[config.mk]
export PLATFORM = sky130hd
export DESIGN_NAME = serial_frame_tx
export DESIGN_NICKNAME = d
export VERILOG_FILES = /design/src/rtl/serial_tx_pkg.sv /design/src/rtl/tx_shift_reg.sv /design/src/rtl/serial_frame_tx.sv
export SDC_FILE = /design/constraint.sdc
export NUM_CORES = 1
export LEC_CHECK = 0
export CAP_MARGIN = 20
export CORE_MARGIN = 3
export CORE_UTILIZATION = 52
export DETAILED_ROUTE_END_ITERATION = 8
export PLACE_DENSITY = 0.77
export SLEW_MARGIN = 10
export SYNTH_ARGS = -nofsm -noshare
export SYNTH_HDL_FRONTEND = slang
export SYNTH_SLANG_ARGS = --single-unit
[constraint.sdc]
create_clock -name clk -period 2.8 [get_ports clk]
set_input_delay 0.56 -clock clk [delete_from_list [all_inputs] [get_ports clk]]
set_output_delay 0.56 -clock clk [all_outputs]
set_load 0.02 [all_outputs]
[src/rtl/serial_tx_pkg.sv]
// Shared types and constants for the serial frame link (transmitter and receiver sides).
package serial_tx_pkg;

    typedef enum logic [1:0] {
        IDLE,
        SYNC,
        DATA,
        GAP
    } tx_state_e;

    localparam logic [3:0] SYNC_1010 = 4'b1010;

    function automatic int max3(input int a, input int b, input int c);
        int m;
        m = (a > b) ? a : b;
        return (m > c) ? m : c;
    endfunction

endpackage

[src/rtl/tx_shift_reg.sv]
// Payload shift register: parallel load, shift left so the MSB is always the next bit to send.
module tx_shift_reg #(
    parameter int DATA_W = 8
) (
    input  logic              clk,
    input  logic              resetn,
    input  logic              load,
    input  logic              shift,
    input  logic [DATA_W-1:0] load_data,
    output logic              msb
);

    logic [DATA_W-1:0] data_q;
    logic [DATA_W-1:0] data_d;

    always_comb begin
        data_d = data_q;
        if (load) begin
            data_d = load_data;
        end else if (shift) begin
            data_d = data_q << 1;
        end
    end

    always_ff @(posedge clk or negedge resetn) begin
        if (!resetn) begin
            data_q <= '0;
        end else begin
            data_q <= data_d;
        end
    end

    assign msb = data_q[DATA_W-1];

endmodule

[src/rtl/serial_frame_tx.sv]
// Serial frame transmitter: sync word, MSB-first payload, then a zero gap, one bit per clock.
module serial_frame_tx
    import serial_tx_pkg::*;
#(
    parameter int                DATA_W       = 8,
    parameter int                SYNC_W       = 4,
    parameter logic [SYNC_W-1:0] SYNC_PATTERN = SYNC_W'(SYNC_1010),
    parameter int                GAP_CYCLES   = 2
) (
    input  logic              clk,
    input  logic              resetn,
    input  logic              din_valid,
    input  logic [DATA_W-1:0] din_data,
    output logic              din_ready,
    output logic              dout,
    output logic              dout_valid,
    output logic              dout_last,
    output logic              busy
);

    localparam int CNT_W = $clog2(max3(SYNC_W, DATA_W, GAP_CYCLES) + 1);
    localparam logic [CNT_W-1:0] SYNC_LAST = CNT_W'(SYNC_W - 1);
    localparam logic [CNT_W-1:0] DATA_LAST = CNT_W'(DATA_W - 1);
    localparam logic [CNT_W-1:0] GAP_LAST  = CNT_W'((GAP_CYCLES > 0) ? GAP_CYCLES - 1 : 0);

    tx_state_e        state_q, state_d;
    logic [CNT_W-1:0] cnt_q, cnt_d;
    logic             dout_q, dout_d;
    logic             dout_valid_q, dout_valid_d;
    logic             dout_last_q, dout_last_d;
    logic             busy_q, busy_d;
    logic             din_ready_q, din_ready_d;
    logic             xfer;
    logic             sync_bit;
    logic             sr_load;
    logic             sr_shift;
    logic             sr_msb;

    tx_shift_reg #(
        .DATA_W(DATA_W)
    ) u_shift_reg (
        .clk      (clk),
        .resetn   (resetn),
        .load     (sr_load),
        .shift    (sr_shift),
        .load_data(din_data),
        .msb      (sr_msb)
    );

    // Outputs are computed for the state being entered, so every output is a flop.
    always_comb begin
        xfer    = din_valid && din_ready_q;
        state_d = state_q;
        cnt_d   = cnt_q + CNT_W'(1);

        unique case (state_q)
            IDLE: begin
                cnt_d = '0;
                if (xfer) state_d = SYNC;
            end
            SYNC: begin
                if (cnt_q == SYNC_LAST) begin
                    state_d = DATA;
                    cnt_d   = '0;
                end
            end
            DATA: begin
                if (cnt_q == DATA_LAST) begin
                    cnt_d = '0;
                    if (GAP_CYCLES > 0) state_d = GAP;
                    else                state_d = xfer ? SYNC : IDLE;
                end
            end
            GAP: begin
                if (cnt_q == GAP_LAST) begin
                    cnt_d   = '0;
                    state_d = xfer ? SYNC : IDLE;
                end
            end
            default: begin
                state_d = IDLE;
                cnt_d   = '0;
            end
        endcase

        sync_bit = 1'b0;
        for (int i = 0; i < SYNC_W; i++) begin
            if (cnt_d == CNT_W'(i)) sync_bit = SYNC_PATTERN[SYNC_W-1-i];
        end

        dout_d       = 1'b0;
        dout_valid_d = 1'b0;
        dout_last_d  = 1'b0;
        din_ready_d  = 1'b0;
        unique case (state_d)
            IDLE: din_ready_d = 1'b1;
            SYNC: begin
                dout_d       = sync_bit;
                dout_valid_d = 1'b1;
            end
            DATA: begin
                dout_d       = sr_msb;
                dout_valid_d = 1'b1;
                dout_last_d  = (cnt_d == DATA_LAST);
                din_ready_d  = (GAP_CYCLES == 0) && (cnt_d == DATA_LAST);
            end
            GAP:  din_ready_d = (cnt_d == GAP_LAST);
            default: din_ready_d = 1'b0;
        endcase

        busy_d   = (state_d != IDLE);
        sr_load  = xfer;
        sr_shift = (state_d == DATA);
    end

    always_ff @(posedge clk or negedge resetn) begin
        if (!resetn) begin
            state_q      <= IDLE;
            cnt_q        <= '0;
            dout_q       <= 1'b0;
            dout_valid_q <= 1'b0;
            dout_last_q  <= 1'b0;
            busy_q       <= 1'b0;
            din_ready_q  <= 1'b1;
        end else begin
            state_q      <= state_d;
            cnt_q        <= cnt_d;
            dout_q       <= dout_d;
            dout_valid_q <= dout_valid_d;
            dout_last_q  <= dout_last_d;
            busy_q       <= busy_d;
            din_ready_q  <= din_ready_d;
        end
    end

    assign din_ready  = din_ready_q;
    assign dout       = dout_q;
    assign dout_valid = dout_valid_q;
    assign dout_last  = dout_last_q;
    assign busy       = busy_q;

endmodule
==> metrics.yaml <==
io_buffers: 15
synth_ff_type: "dfrtp_1"
yosysSeqAreaShare_pct: 44.1
fin_cells: 148
drc: 0
gp_congestion: 0.808
grt_max_degree: 20
rsz0062_at_grt: "no"
dr.pass1.iters: 4
p_clk_share_pct: 10.1
viasPerCell: 5.43
dp_hpwl_mm: 1.50
n_fill_cell: 165
worst_clock_skew_ps: 9.53
fmax_ghz: 0.428
leakage_nw: 0.549
p_per_area_nw_per_um2: 1050
crit_type: "input pin to flop"
slew-limit-headroom_pct: 45.7
avgSynthCellArea_um2: 9.83
cp.arrival_ps: 2540
async_flop_share_pct: 100
maxSlewViolCount: 0
seqCellArea_um2: 477
die_area_um2: 2660
drive_above_1_share_pct: 10.6
critPathCaptureType: "flop"
drt_iter0_drc: 4
syn-instance-count: 110
clock_sinks: 19
ys_types: 35
grt_util_all_layers_pct: 17.9
cts_buffers: 3
fin_nets: 142
rows: 15
maxCapViolCount: 0
post_cts_resized: 0
setup-tns-final_ps: 0
multi_input_comb_area_um2: 541
peakVddDrop_uv: 654
pin_count: 16
dp.cells: 144
cts_tree: "built"
cts_max_level: 1
cts_root_buffer: "clkbuf_4"
synth_edf_count: 0
via_count: 804
wl_mm: 1.99
worstSkewPairLatency_ps: 290
syn_nets: 128
post-cts-setup-buffers: 0
fin_crit_ps: 2340
ant_nets: 0
ys_warn_count: 0
area_growth_pct: 16.8
grt.overflow.total: 0
status: "finished, final reports clean"
required_ps: 3000
synth-seq-cells: 19
power.share.sequential_pct: 38.4
crit_fanout: 9
swShare_pct: 42.5
setup_viol: 0
grt_pass1_wl_mm: 3.57
path_clk_slew_ps: 100
p_int_mw: 0.759
start_util_pct: 58.8
core_area_um2: 1840
pwr-share-comb_pct: 51.5
finalHoldViolCount: 0
cts_buffer_depth: 2
netlist_area_um2: 1080
worst_slew_pin_slew_ps: 811
grt_pass1_vias: 798
wl_per_cell_um: 13.4
hold_path.class: "flop to flop"
cts_hold_buffers: 0
p_switching_mw: 0.562
critPathLaunchType: "input pin"
fp.dieW_um: 51.6
die_h_um: 51.6
grt_antenna_before_repair: 0
min_period_over_period_pct: 83.4
num_antenna_cells: 0
kinds of logic (layout without fill, tap and decap cells):
| logic type | after synthesis | after routing | share of synthesized area [%] |
|---|---|---|---|
| xor gates and xnor gates | 2 | 2 | 1.62 |
| buffers and inverters | 15 | 28 | 5.90 |
| AOI/OAI and AO/OA | 23 | 23 | 15.6 |
| adders and majority gates | 7 | 7 | 8.10 |
| DFF | 19 | 19 | 44.1 |
| muxes | 7 | 7 | 6.48 |
| and+or+nand+nor | 37 | 37 | 18.2 |
critical path: stages:
cell and delay [ps]:
clkdlybuf4s50_1 400, and2_1 180, nand3b_1 170, a21oi_1 190, o21a_1 180, ha_1 450, inv_1 120, nor4bb_1 290
power by group through the flow:
stage / Clock [mW] / Sequential, mW / Combinational (mW)
floorplan: 0 / 0.473 / 0.550
global placement: 0 / 0.509 / 0.665
detailed placement: 0 / 0.510 / 0.685
CTS: 0.141 / 0.507 / 0.688
global route: 0.153 / 0.531 / 0.768
finish: 0.133 / 0.508 / 0.681
cells in the final DEF (no fill, tap or decap), types with 2 or more instances in the layout:
master,synthesis,layout
dfrtp_1,18,18
nand2_1,15,15
clkdlybuf4s50_1,0,15
o21ai_0,10,10
inv_1,7,7
mux2i_1,7,7
ha_1,7,7
nor2_1,4,4
nand3_1,4,4
nand3b_1,3,3
a21oi_1,3,3
clkbuf_4,0,3
xor2_1,2,2
nor3_1,2,2
o41ai_2,2,2
per-layer routing:
layer / part of all wire (%) / track usage (%) / wire length [um] / up-vias
met1: 52 / 26.0 / 1030 / 389
met3: 3.5 / 5.16 / 69 / 0
li1: - / - / - / 405
met5: 0 / 0 / 0 / -
met2: 45 / 26.5 / 887 / 10
met4: 0 / 3.93 / 0 / 0
flip-flops by register name, summed over array words and instances (netlist names):
signal and cells:
u_shift_reg.data_q 8, cnt_q 4, state_q 2, busy 1, din_ready 1, dout 1, dout_last 1, dout_valid 1
final timing paths:
kind | cells after the start | to | slack (ps) | start
setup / recovery | 8 | dout_last$_DFF_PN0_ | 460 | din_valid
hold / removal | 2 | dout$_DFF_PN0_ | 530 | u_shift_reg.data_q[7]$_DFFE_PN0P_
setup reg to reg | 8 | dout_last$_DFF_PN0_ | 520 | cnt_q[0]$_DFF_PN0_
hold reg to reg | 2 | dout$_DFF_PN0_ | 530 | u_shift_reg.data_q[7]$_DFFE_PN0P_
max in group asynchronous | 1 | u_shift_reg.data_q[4]$_DFFE_PN0P_ | 1560 | resetn
min in group asynchronous | 1 | cnt_q[1]$_DFF_PN0_ | 720 | resetn
synth_stat cells, types with 2 or more instances:
| cell | number | area (um2) |
|---|---|---|
| dfrtp_1 | 18 | 450 |
| nand2_1 | 15 | 56.3 |
| o21ai_0 | 10 | 50.1 |
| ha_1 | 7 | 87.6 |
| inv_1 | 7 | 26.3 |
| mux2i_1 | 7 | 70.1 |
| nand3_1 | 4 | 20.0 |
| nor2_1 | 4 | 15.0 |
| a21oi_1 | 3 | 15.0 |
| buf_2 | 3 | 15.0 |
| clkbuf_1 | 3 | 11.3 |
| nand3b_1 | 3 | 22.5 |
| nor3_1 | 2 | 10.0 |
| o41ai_2 | 2 | 32.5 |
| xor2_1 | 2 | 17.5 |
cell type report:
| cell class | count | share of cell area (%) |
|---|---|---|
| multi-input combinational | 76 | 42.8 |
| sequential | 19 | 37.8 |
| inverter | 8 | 2.38 |
| timing repair buffer | 16 | 12.5 |
| tap | 25 | 2.48 |
| clock buffer | 4 | 2.08 |
metrics by stage:
| step | hold slack (ps) | total power, mW | util [%] | setup WS (ps) | area (um2) |
|---|---|---|---|---|---|
| CTS | 534 | 1.34 | 68.6 | 483 | 1260 |
| global route | 570 | 1.45 | 68.6 | 327 | 1260 |
| detailed placement | 510 | 1.19 | 67.2 | 174 | 1240 |
| floorplan | 264 | 1.02 | - | 529 | 1080 |
| global placement | 508 | 1.17 | 67.2 | 273 | 1240 |
| finish | 530 | 1.32 | 68.6 | 465 | 1260 |
Power figures use the tool's default switching activity.
